File: src/rtl/hft_pkg.sv
// Shared definitions for the trade report transmit path: header tag, frame FSM
// states, frame length and the frame word helpers.
package hft_pkg;

  localparam logic [15:0] MAGIC_DEFAULT = 16'h5452;
  localparam int          FRAME_WORDS   = 3;

  typedef enum logic [1:0] {
    ST_IDLE = 2'd0,
    ST_HDR  = 2'd1,
    ST_DATA = 2'd2,
    ST_CSUM = 2'd3
  } tx_state_t;

  function automatic logic [31:0] frame_hdr(input logic [15:0] magic, input logic [15:0] seq);
    return {magic, seq};
  endfunction

  function automatic logic [31:0] frame_csum(input logic [31:0] hdr, input logic [31:0] data);
    return hdr ^ data;
  endfunction

endpackage

File: src/rtl/hft_sync_fifo.sv
// Single-clock FIFO with occupancy count; a push while full is accepted only
// when a pop happens in the same cycle.
module hft_sync_fifo #(
  parameter int WIDTH = 32,
  parameter int DEPTH = 16
) (
  input  logic                     clk,
  input  logic                     rst,
  input  logic                     push,
  input  logic                     pop,
  input  logic [WIDTH-1:0]         din,
  output logic [WIDTH-1:0]         dout,
  output logic                     full,
  output logic                     empty,
  output logic [$clog2(DEPTH):0]   level
);

  localparam int AW = $clog2(DEPTH);
  localparam int LW = AW + 1;

  logic [WIDTH-1:0] mem_r [DEPTH];
  logic [AW-1:0]    wr_ptr_r;
  logic [AW-1:0]    rd_ptr_r;
  logic [LW-1:0]    level_r;
  logic             push_ok_s;
  logic             pop_ok_s;

  assign full      = (level_r == LW'(DEPTH));
  assign empty     = (level_r == {LW{1'b0}});
  assign level     = level_r;
  assign dout      = mem_r[rd_ptr_r];
  assign pop_ok_s  = pop && !empty;
  assign push_ok_s = push && (!full || pop_ok_s);

  // Storage array; contents are don't-care until written, so no reset.
  always_ff @(posedge clk) begin
    if (push_ok_s && !rst) begin
      mem_r[wr_ptr_r] <= din;
    end
  end

  // Pointers wrap naturally at the power-of-two depth.
  always_ff @(posedge clk) begin
    if (rst) begin
      wr_ptr_r <= {AW{1'b0}};
      rd_ptr_r <= {AW{1'b0}};
      level_r  <= {LW{1'b0}};
    end else begin
      if (push_ok_s) begin
        wr_ptr_r <= wr_ptr_r + AW'(1);
      end
      if (pop_ok_s) begin
        rd_ptr_r <= rd_ptr_r + AW'(1);
      end
      case ({push_ok_s, pop_ok_s})
        2'b10:   level_r <= level_r + LW'(1);
        2'b01:   level_r <= level_r - LW'(1);
        default: level_r <= level_r;
      endcase
    end
  end

endmodule

File: src/rtl/trade_report_tx.sv
// Buffers executed trades and frames each one as HDR/DATA/CSUM words on a
// valid/ready stream, counting trades lost to overflow.
module trade_report_tx #(
  parameter int          FIFO_DEPTH = 16,
  parameter logic [15:0] MAGIC      = hft_pkg::MAGIC_DEFAULT
) (
  input  logic                        clk,
  input  logic                        rst,
  input  logic [31:0]                 trade_data,
  input  logic                        trade_valid,
  output logic [31:0]                 tcp_tx_data,
  output logic                        tcp_tx_valid,
  input  logic                        tcp_tx_ready,
  output logic                        tcp_tx_last,
  output logic [$clog2(FIFO_DEPTH):0] fifo_level,
  output logic [15:0]                 drop_count
);

  import hft_pkg::*;

  localparam int LW = $clog2(FIFO_DEPTH) + 1;

  tx_state_t      state_r;
  logic [15:0]    seq_r;
  logic [31:0]    entry_r;
  logic [31:0]    data_r;
  logic           valid_r;
  logic           last_r;
  logic           pend_r;
  logic [15:0]    drop_r;

  logic [31:0]    fifo_dout_s;
  logic           fifo_full_s;
  logic           fifo_empty_s;
  logic [LW-1:0]  fifo_level_s;
  logic           push_s;
  logic           pop_s;
  logic           drop_s;

  assign push_s = trade_valid && !rst;
  assign pop_s  = valid_r && tcp_tx_ready && (state_r == ST_DATA);
  assign drop_s = push_s && fifo_full_s && !pop_s;

  hft_sync_fifo #(
    .WIDTH (32),
    .DEPTH (FIFO_DEPTH)
  ) u_fifo (
    .clk   (clk),
    .rst   (rst),
    .push  (push_s),
    .pop   (pop_s),
    .din   (trade_data),
    .dout  (fifo_dout_s),
    .full  (fifo_full_s),
    .empty (fifo_empty_s),
    .level (fifo_level_s)
  );

  // Frame sequencer. pend_r delays the IDLE exit by one cycle so a fresh trade
  // reaches the wire two edges after it is written.
  always_ff @(posedge clk) begin
    if (rst) begin
      state_r <= ST_IDLE;
      seq_r   <= 16'h0000;
      entry_r <= 32'h0000_0000;
      data_r  <= 32'h0000_0000;
      valid_r <= 1'b0;
      last_r  <= 1'b0;
      pend_r  <= 1'b0;
    end else begin
      pend_r <= !fifo_empty_s;
      case (state_r)
        ST_IDLE: begin
          if (pend_r && !fifo_empty_s) begin
            state_r <= ST_HDR;
            data_r  <= frame_hdr(MAGIC, seq_r);
            valid_r <= 1'b1;
            last_r  <= 1'b0;
          end
        end
        ST_HDR: begin
          if (tcp_tx_ready) begin
            state_r <= ST_DATA;
            entry_r <= fifo_dout_s;
            data_r  <= fifo_dout_s;
          end
        end
        ST_DATA: begin
          if (tcp_tx_ready) begin
            state_r <= ST_CSUM;
            data_r  <= frame_csum(frame_hdr(MAGIC, seq_r), entry_r);
            last_r  <= 1'b1;
          end
        end
        ST_CSUM: begin
          if (tcp_tx_ready) begin
            seq_r  <= seq_r + 16'd1;
            last_r <= 1'b0;
            if (!fifo_empty_s) begin
              state_r <= ST_HDR;
              data_r  <= frame_hdr(MAGIC, seq_r + 16'd1);
              valid_r <= 1'b1;
            end else begin
              state_r <= ST_IDLE;
              data_r  <= 32'h0000_0000;
              valid_r <= 1'b0;
            end
          end
        end
        default: begin
          state_r <= ST_IDLE;
          data_r  <= 32'h0000_0000;
          valid_r <= 1'b0;
          last_r  <= 1'b0;
        end
      endcase
    end
  end

  // Overflow counter sticks at all-ones rather than wrapping.
  always_ff @(posedge clk) begin
    if (rst) begin
      drop_r <= 16'h0000;
    end else if (drop_s && (drop_r != 16'hFFFF)) begin
      drop_r <= drop_r + 16'd1;
    end else begin
      drop_r <= drop_r;
    end
  end

  assign tcp_tx_data  = data_r;
  assign tcp_tx_valid = valid_r;
  assign tcp_tx_last  = last_r;
  assign fifo_level   = fifo_level_s;
  assign drop_count   = drop_r;

endmodule
File: config.mk
export PLATFORM = sky130hd
export DESIGN_NAME = trade_report_tx
export DESIGN_NICKNAME = d
export VERILOG_FILES = /design/src/rtl/hft_pkg.sv /design/src/rtl/hft_sync_fifo.sv /design/src/rtl/trade_report_tx.sv
export SDC_FILE = /design/constraint.sdc
export NUM_CORES = 1
export LEC_CHECK = 0
export CORE_MARGIN = 8
export CORE_UTILIZATION = 40
export DETAILED_ROUTE_END_ITERATION = 10
export SLEW_MARGIN = 15
export SYNTH_ARGS = -nofsm -noshare
export SYNTH_HDL_FRONTEND = slang
export SYNTH_SLANG_ARGS = --single-unit
File: constraint.sdc
create_clock -name clk -period 5.59 [get_ports clk]
set_input_delay 1.118 -clock clk [delete_from_list [all_inputs] [get_ports clk]]
set_output_delay 1.118 -clock clk [all_outputs]
set_load 0.05 [all_outputs]
==> flow_summary.toml, run 1 <==
[logic_synthesis]
synth_ff_type = "edfxtp_1"
netlist-cell-type-count = 59
synthCells = 1403
synth_top_cell_by_area = "edfxtp_1"
syn_area_um2 = 24990
syn-num-nets = 1453
async_flop_share_pct = 0
ys_warn_count = 0
synth.area.top_cells = "edfxtp_1, mux4_2, dfxtp_1"
synth_edf_count = 512
avgSynthCellArea_um2 = 17.81
ys_seq_elements = 630
ys_seq_area_share_pct = 70.97
yosysTopAreaCellShare_pct = 61.52

[floorplanning]
fp.coreArea_um2 = 61710
die_w_um = 266.0
dieArea_um2 = 70730
row_count = 91
die_h_um = 266.0
start_util_pct = 40.50
top_level_ports = 91

[grt]
grt_pass1_wl_um = 88130
grt_start_max_net_pins = 77
grt_most_used_layer = "met2"
use_met2_pct = 26.38
use_met3_pct = 3.211
track_usage_pct = 16.50
antenna_found_initial = 1
met1_usage_pct = 22.62
grt_pass1_vias = 13610
grt_overflow_total = 0

[timing]
fin_skew_ns = 0.01774
fmax_ghz = 0.2439
fin_crit_ns = 4.100
setup_violations = 0
timing.final.crit_share_pct = 73.34
slew_violations = 0
tns_ns = 0
hold_viol_final = 0
maxSlewHeadroom_pct = 36.13
worst_pin_slew_ns = 0.9558
rsz0062_at_grt = "no"

[critical_path]
critPathKind = "primary input to flop"
critPathLaunch = "tcp_tx_ready"
crit_path_start_kind = "primary input"
endpoint_kind = "flop"
required_ns = 5.88
crit_chain = "clkdlybuf4s50_1 > nand3_1 > a31oi_1 > nand2_1 > nor2_4 > buf_4"
worst_path_largest_cell_delay_ns = 0.84
r2r-start = "state_r[0]$_SDFFE_PP0P_"
r2r_cells = 7
worstPathMaxFanout = 23
crit_arrival_ns = 4.39
slowest_stage = "nor2_4"

[clock_tree]
cts.path.max_buffers = 3
cts_hold_buf = 0
clock-sinks = 630
htreeDepth = 3
cts_resized = 0
clk_pin_slew_ns = 0.06
cts_tree = "yes"
insertion_delay_ns = 0.59
cts-root-buf = "clkbuf_16"
postCtsSetupBuffers = 0
cts-buffers-inserted = 68

[pwr]
p_switching_mw = 2.096
p_comb_share_pct = 3.7
clockPowerShare_pct = 45.0
p_int_mw = 7.918
power_mw = 10.01
p_sw_share_pct = 20.93
p_seq_share_pct = 51.3
powerDensity_nw_per_um2 = 342.0
leakagePower_nw = 9.135
ir_drop_uv = 206.1

[routing]
antenna_left = 0
via_per_inst = 5.569
wl_um = 58630
drt_iter0_drc = 1068
drcViolationCount = 0
dr_total_vias = 13370
first_pass_iters = 5
wl_per_cell_um = 24.42

[final_layout]
fin_nets = 1561
layout_commonest_cell = "edfxtp_1"
area_growth_pct = 17.18
final_cell_mix = "edfxtp_1, mux4_2, dfxtp_1, clkdlybuf4s50_1, clkbuf_16"
antenna_cells = 0
final_layout_size_suffix_gt1_share_pct = 20.97

[placement]
io_buffer_count = 90
place_congestion = 0.8066
post-dp-hpwl_um = 35920

[min_path]
hp-start = "entry_r[20]$_SDFFE_PP0P_"
whs_path_depth = 1
hold_class = "flop to flop"

[status]
outcome = "finished, final reports clean"

[flow_run]
max_cap_viol_count = 0
[path summary, 6_finish.rpt]
kind	endpoint	slack, ns
hold reg to reg	entry_r[20]$_SDFFE_PP0P_	0.48
setup / recovery	u_fifo.mem_r[15][3]$_DFFE_PP_	1.49
setup reg to reg	u_fifo.mem_r[15][3]$_DFFE_PP_	2.13
hold / removal	entry_r[20]$_SDFFE_PP0P_	0.48
[routing by layer]
layer / vias up / wire, um / part of all wire (%)
met5: - / 13 / 0.022
met4: 2 / 1322 / 2.3
met3: 95 / 3568 / 6.1
met2: 404 / 28060 / 48
met1: 6981 / 25670 / 44
li1: 5890 / - / -
[registers in the layout, indices dropped and copies added (netlist names), named ones only]
signal,flops
drop_count,16
u_fifo.rd_ptr_r,4
tcp_tx_data,32
tcp_tx_valid,1
seq_r,16
entry_r,32
u_fifo.level,5
u_fifo.wr_ptr_r,4
state_r,2
tcp_tx_last,1
u_fifo.mem_r,512
pend_r,1
[critical path: cells and delay by family]
family / cells / cell delay, ns
simple gates: 3 / 1.46
buf+inv: 2 / 1.06
compound gates: 1 / 0.71
[final cells by class]
type	count	area [um2]
sequential	630	17750
timing repair buffer	128	1284
inverter	24	90.09
clock inverter	45	483.0
multi-input combinational	659	6870
fill	5190	32430
tap	837	1047
clock buffer	78	1760
[synth_stat cells (all sizes together), types with 24 or more instances]
cell type and count:
a21oi 29, a22o 28, buf 39, clkbuf 51
dfxtp 118, edfxtp 512, mux2i 24, mux4 151
nand2 59, nor2 60, o21ai 32
[through the flow]
stage / hold slack [ns] / area, um2 / setup slack [ns] / std cells / utilization (%)
after floorplan: 0.4443 / 24990 / 0.7220 / 1403 / -
after global placement: 0.4562 / 26970 / 0.9238 / 2275 / 43.70
after detailed placement: 0.4651 / 26970 / 0.8701 / 2275 / 43.70
after CTS: 0.4789 / 29210 / 1.495 / 2398 / 47.33
after global routing: 0.4995 / 29280 / 1.414 / 2401 / 47.45
final: 0.4795 / 29280 / 1.490 / 2401 / 47.45
[logic make-up after synthesis]
| logic type | after synthesis | share of synthesized area (%) |
|---|---|---|
| DFF | 630 | 70.97 |
| and+or+nand+nor | 241 | 4.796 |
| buffers and inverters | 114 | 2.003 |
| xor gates and xnor gates | 39 | 1.367 |
| muxes | 178 | 14.70 |
| adders and majority gates | 14 | 0.7009 |
| AOI/OAI and AO/OA | 187 | 5.457 |
[power groups by stage]
stage                     Combinational, mW  Sequential (mW)  Clock (mW)
after floorplan                       0.154             5.27           0
after global placement                0.369             5.23           0
after detailed placement              0.376             5.24           0
after CTS                             0.376             5.14        4.59
after global routing                  0.400             5.14        4.77
final                                 0.373             5.14        4.50
No activity file was read; power rests on OpenSTA's default activity.
==> run 2: changes to the inputs <==
==> constraint.sdc (replaced) <==
create_clock -name clk -period 3.6 [get_ports clk]
set_input_delay 0.72 -clock clk [delete_from_list [all_inputs] [get_ports clk]]
set_output_delay 0.72 -clock clk [all_outputs]
set_load 0.05 [all_outputs]
==> run 2 against run 1 <==
Flip-flop and latch count did not move. Core utilization rose by 0.35 points. Worst hold slack got worse by 0.0037 ns. Sequential share of layout area decreased by 0.45 points. Wire length is essentially flat. Non-clock buffer count up 26. Worst setup slack got worse by 0.84 ns. Die area is the same. Via count grew 0.78%. Global-route usage hardly changed. Critical endpoint is now tcp_tx_data[7]$_SDFFE_PP0P_. Largest power group unchanged.
==> flow_summary.toml, run 2 (same netlist as run 1, synthesis figures left out) <==
[pwr]
powerDensity_nw_per_um2 = 519.2
power_mw = 15.32
leakagePower_nw = 9.229
ir_drop_uv = 255.4

[final_layout]
fin_nets = 1585
nFillCells = 5177
final_layout_size_suffix_gt1_share_pct = 21.92
layout_commonest_cell = "edfxtp_1"
fin_cells = 2421
final_cell_mix = "edfxtp_1, mux4_2, dfxtp_1, clkdlybuf4s50_1, clkbuf_16"
area_growth_pct = 18.05
largest-register = "u_fifo.mem_r"
largest_reg_flops = 512

[routing]
drcViolationCount = 0
first_pass_iters = 5
wl_per_cell_um = 24.21
antenna_left = 0
drt_iter0_drc = 1166
via_per_inst = 5.566
dr_total_vias = 13480
wl_um = 58610

[min_path]
whs_endpoint = "entry_r[3]$_SDFFE_PP0P_"
hold_class = "flop to flop"
whs_path_depth = 2
hp-start = "entry_r[3]$_SDFFE_PP0P_"

[floorplanning]
die_h_um = 266.0
start_util_pct = 40.50
top_level_ports = 91
fp.coreArea_um2 = 61710
die_w_um = 266.0
dieArea_um2 = 70730
row_count = 91

[timing]
hold_viol_final = 0
maxSlewHeadroom_pct = 28.03
fin_crit_ns = 2.955
fin_hold_ws_ns = 0.4758
worst_pin_slew_ns = 1.070
slew_violations = 0
timing.final.crit_share_pct = 82.07
rsz0062_at_grt = "no"
fmax_ghz = 0.3384
fin_skew_ns = 0.02014
setup_violations = 0

[critical_path]
r2r-start = "u_fifo.level[1]$_SDFFE_PP0P_"
crit_arrival_ns = 3.46
r2r_setup_slack_ns = 0.65
critPathKind = "flop to flop"
timing.rr.end = "tcp_tx_data[7]$_SDFFE_PP0P_"
r2r_cells = 6
endpoint_kind = "flop"
worstPathMaxFanout = 14
required_ns = 4.10
crit_path_start_kind = "flop"

[placement]
place_congestion = 0.8184
dp.cells = 2304
io_buffer_count = 90
post-dp-hpwl_um = 36050

[grt]
grt_overflow_total = 0
grt_pass1_vias = 13660
antenna_found_initial = 1
grt_start_max_net_pins = 77
track_usage_pct = 16.52
grt_pass1_wl_um = 88550

[clock_tree]
cts_resized = 0
cts_tree = "yes"
cts.path.max_buffers = 3
clk_pin_slew_ns = 0.06
clock-sinks = 630
cts-buffers-inserted = 66
insertion_delay_ns = 0.59
cts-root-buf = "clkbuf_16"
htreeDepth = 3
postCtsSetupBuffers = 0
cts_hold_buf = 0

[status]
outcome = "finished, final reports clean"

[flow_run]
max_cap_viol_count = 0
==> run 2: changes by cell type in the layout (fill, tap and decap cells not counted), moves of 3 or more <==
cell       delta
clkinv_1      -3
clkbuf_1      +3
clkbuf_8      +4
nor3_2        -4
buf_12       +11
nor3_4        +4
buf_4        +17
bufinv_16     -3
clkinv_2      -6
==> run 2: through the flow <==
stage               area [um2]  util [%]  setup TNS (ns)  setup slack [ns]
floorplan                25010         -          -1.030          -0.01522
global placement         27360     44.33               0            0.3599
detailed placement       27360     44.33               0            0.3842
CTS                      29500     47.80               0            0.6870
global route             29500     47.80               0            0.4876
finish                   29500     47.81               0            0.6453
==> run 2: layout make-up <==
cell class,instances,area [um2],area share (%)
antenna,1,2.502,0.008482
clock buffer,86,1832,6.209
clock inverter,30,310.3,1.052
inverter,24,90.09,0.3053
multi-input combinational,659,6895,23.37
sequential,630,17750,60.16
tap,837,1047,3.550
timing repair buffer,154,1577,5.344
==> run 2: critical path, stage by stage (launching register included) <==
cell and delay (ns):
dfxtp_1 0.38, nor4_1 0.92, a21boi_0 0.29, o21ai_1 0.63
buf_4 0.33, a221oi_1 0.11, a211oi_1 0.20
==> run 2: where the power goes <==
| part | switching [mW] | leakage [nW] | internal [mW] |
|---|---|---|---|
| registers | 0.0346 | 5.57 | 7.94 |
| logic | 0.391 | 2.61 | 0.182 |
| clock network | 2.75 | 1.05 | 4.02 |
==> run 2: how the worst max path moves through the flow <==
stage | endpoint | cells after the start | slack [ns] | from
after floorplan | u_fifo.mem_r[7][0]$_DFFE_PP_ | 6 | -0.02 | tcp_tx_ready
after global placement | u_fifo.mem_r[7][1]$_DFFE_PP_ | 8 | 0.36 | tcp_tx_ready
after detailed placement | u_fifo.mem_r[7][14]$_DFFE_PP_ | 8 | 0.38 | tcp_tx_ready
after CTS | tcp_tx_data[7]$_SDFFE_PP0P_ | 6 | 0.69 | u_fifo.level[1]$_SDFFE_PP0P_
after global routing | tcp_tx_data[7]$_SDFFE_PP0P_ | 6 | 0.49 | u_fifo.level[1]$_SDFFE_PP0P_
final | tcp_tx_data[7]$_SDFFE_PP0P_ | 6 | 0.65 | u_fifo.level[1]$_SDFFE_PP0P_
==> run 2: per-layer routing <==
metal  share of wire, %  track usage, %
met1                 44           22.47
met2                 49           26.97
met3                5.6           2.906
met4                2.1           5.234
met5                  0               0
==> run 3: changes to the inputs <==
==> constraint.sdc (replaced) <==
create_clock -name clk -period 2.6 [get_ports clk]
set_input_delay 0.52 -clock clk [delete_from_list [all_inputs] [get_ports clk]]
set_output_delay 0.52 -clock clk [all_outputs]
set_load 0.05 [all_outputs]
==> run 3 against run 2 <==
Count of clock-buffer cells in the layout down 5. Wire length down 0.61%. Sequential power increased by 38%. Worst hold slack improved by 0.00057 ns. Register-to-register slack got worse by 0.58 ns. Worst setup slack got worse by 0.58 ns. First-iteration DRC count grew 7.5%. Flip-flop and latch count is the same. Largest power group unchanged.
==> flow_summary.toml, run 3 (same netlist as run 1, synthesis figures left out) <==
[critical_path]
r2r-start = "u_fifo.level[1]$_SDFFE_PP0P_"
crit_arrival_ns = 3.00
path_delay_family = "compound AO/OA/AOI/OAI gates"
timing.rr.end = "u_fifo.level[4]$_SDFFE_PP0P_"
worstPathMaxFanout = 3
slowest_stage = "or4_4"
endpoint_kind = "flop"
r2r_setup_slack_ns = 0.07
crit_chain = "or4_4 > o211ai_1 > buf_4 > inv_1 > ha_1 > a31o_2 > a32oi_2 > mux2_2"
required_ns = 3.06
crit_path_start_kind = "flop"
worst_path_largest_cell_delay_ns = 0.53
critPathKind = "flop to flop"
r2r_cells = 8
cp_num_buf_inv = 2

[min_path]
whs_path_depth = 2
hold_class = "flop to flop"
hp-start = "entry_r[3]$_SDFFE_PP0P_"
whs_endpoint = "entry_r[3]$_SDFFE_PP0P_"

[placement]
place_congestion = 0.8145
placed_cell_area_um2 = 28140
dp.cells = 2350
io_buffer_count = 90
post-dp-hpwl_um = 37070

[timing]
setup_violations = 0
fin_crit_ns = 2.533
timing.final.crit_share_pct = 97.42
fmax_ghz = 0.3948
slew_violations = 0
worst_pin_slew_ns = 0.8749
maxSlewHeadroom_pct = 41.67
rsz0062_at_grt = "no"
fin_skew_ns = 0.02020
hold_viol_final = 0
fin_hold_ws_ns = 0.4764

[grt]
grt_start_max_net_pins = 77
grt_pass1_wl_um = 89390
antenna_found_initial = 1
grt_overflow_total = 0
grt_pass1_vias = 14110
track_usage_pct = 16.57

[final_layout]
nFillCells = 5112
final_layout_size_suffix_gt1_share_pct = 25.29
final_area_um2 = 30320
antenna_cells = 0
largest-register = "u_fifo.mem_r"
utilization_pct = 49.13
fin_cells = 2470
largest_reg_flops = 512
final_cell_mix = "edfxtp_1, mux4_2, dfxtp_1, clkdlybuf4s50_1, clkbuf_16"
fin_nets = 1632
area_growth_pct = 21.32
layout_commonest_cell = "edfxtp_1"

[routing]
dr_total_vias = 13500
antenna_left = 0
wl_per_cell_um = 23.59
drcViolationCount = 0
drt_iter0_drc = 1253
wl_um = 58260
via_per_inst = 5.465
m1WireLength_um = 25280
first_pass_iters = 5
wl_met3_um = 3736
highest_layer = "met5"
wl_met2_um = 28070

[clock_tree]
htreeDepth = 3
cts_tree = "yes"
cts.path.max_buffers = 3
cts-buffers-inserted = 67
insertion_delay_ns = 0.59
cts-root-buf = "clkbuf_16"
clk_pin_slew_ns = 0.06
clock-sinks = 630
postCtsSetupBuffers = 0

[pwr]
ir_drop_uv = 350.6
powerDensity_nw_per_um2 = 696.5
leakagePower_nw = 9.614

[floorplanning]
fp.coreArea_um2 = 61710
die_h_um = 266.0
start_util_pct = 40.50
dieArea_um2 = 70730
die_w_um = 266.0
row_count = 91
top_level_ports = 91

[flow_run]
max_cap_viol_count = 0

[status]
outcome = "finished, final reports clean"
run 3: cell types whose count changed in the layout (fill, tap and decap cells not counted), moves of 3 or more:
cell | previous run | this run
dfxtp_1 | 114 | 109
nand2_4 | 0 | 4
clkbuf_1 | 12 | 9
buf_12 | 16 | 45
clkinv_2 | 7 | 13
dfxtp_2 | 1 | 4
buf_4 | 48 | 64
nand2_1 | 59 | 55
clkinv_1 | 11 | 16
run 3: worst max-delay path by stage:
stage                                             from                            to  slack (ns)  depth (start not counted)
after floorplan           u_fifo.level[1]$_SDFFE_PP0P_  u_fifo.level[4]$_SDFFE_PP0P_       -0.11                          9
after detailed placement                  tcp_tx_ready  u_fifo.level[4]$_SDFFE_PP0P_       -0.18                          9
after CTS                                         flop  tcp_tx_data[26]$_SDFFE_PP0P_       0.003                          7
final                     u_fifo.level[1]$_SDFFE_PP0P_  u_fifo.level[4]$_SDFFE_PP0P_        0.07                          8
after global placement                    tcp_tx_ready  u_fifo.level[4]$_SDFFE_PP0P_       -0.17                          9
after global routing                              flop  tcp_tx_data[20]$_SDFFE_PP0P_     0.00005                          5
run 3: timing repair:
item                                   4_1_cts  5_1_grt
resized for setup                            0        8
setup endpoints to repair                    0        6
endpoints found under the hold margin        0        0
hold buffers                                 0        0
run 3: final cells by class:
cell class	instances	area, um2	area share (%)
Tap cell	837	1047	3.454
Clock inverter	39	316.6	1.044
Clock buffer	81	1813	5.980
Multi-Input combinational cell	659	6987	23.04
Timing Repair Buffer	200	2305	7.602
Inverter	24	90.09	0.2971
Sequential cell	630	17760	58.58
run 3: power by group:
part           switching (mW)  total (mW)  internal [mW]
clock                    3.83        9.21           5.38
combinational           0.563       0.869          0.306
sequential             0.0441        11.0           11.0
total                    4.43        21.1           16.7
run 3: stage by stage:
stage               total power [mW]  setup slack (ns)  TNS [ns]
floorplan                      11.68           -0.1139   -0.5576
global placement               12.11           -0.1671    -23.31
detailed placement             12.13           -0.1774    -25.67
CTS                            21.36          0.003143         0
global route                   21.80        0.00005129         0
finish                         21.12           0.06720         0
run 3: routing by layer:
metal  vias to the layer above  track usage (%)
met5                         -                0
met4                         2            4.760
met3                        82            4.087
met2                       336            26.68
met1                      7042            22.28
li1                       6036                -
run 3: tightest hold or removal path, cell delays in order (launching register included):
cell and delay, ns:
dfxtp_1 0.32, nand2_1 0.06, a21oi_1 0.05
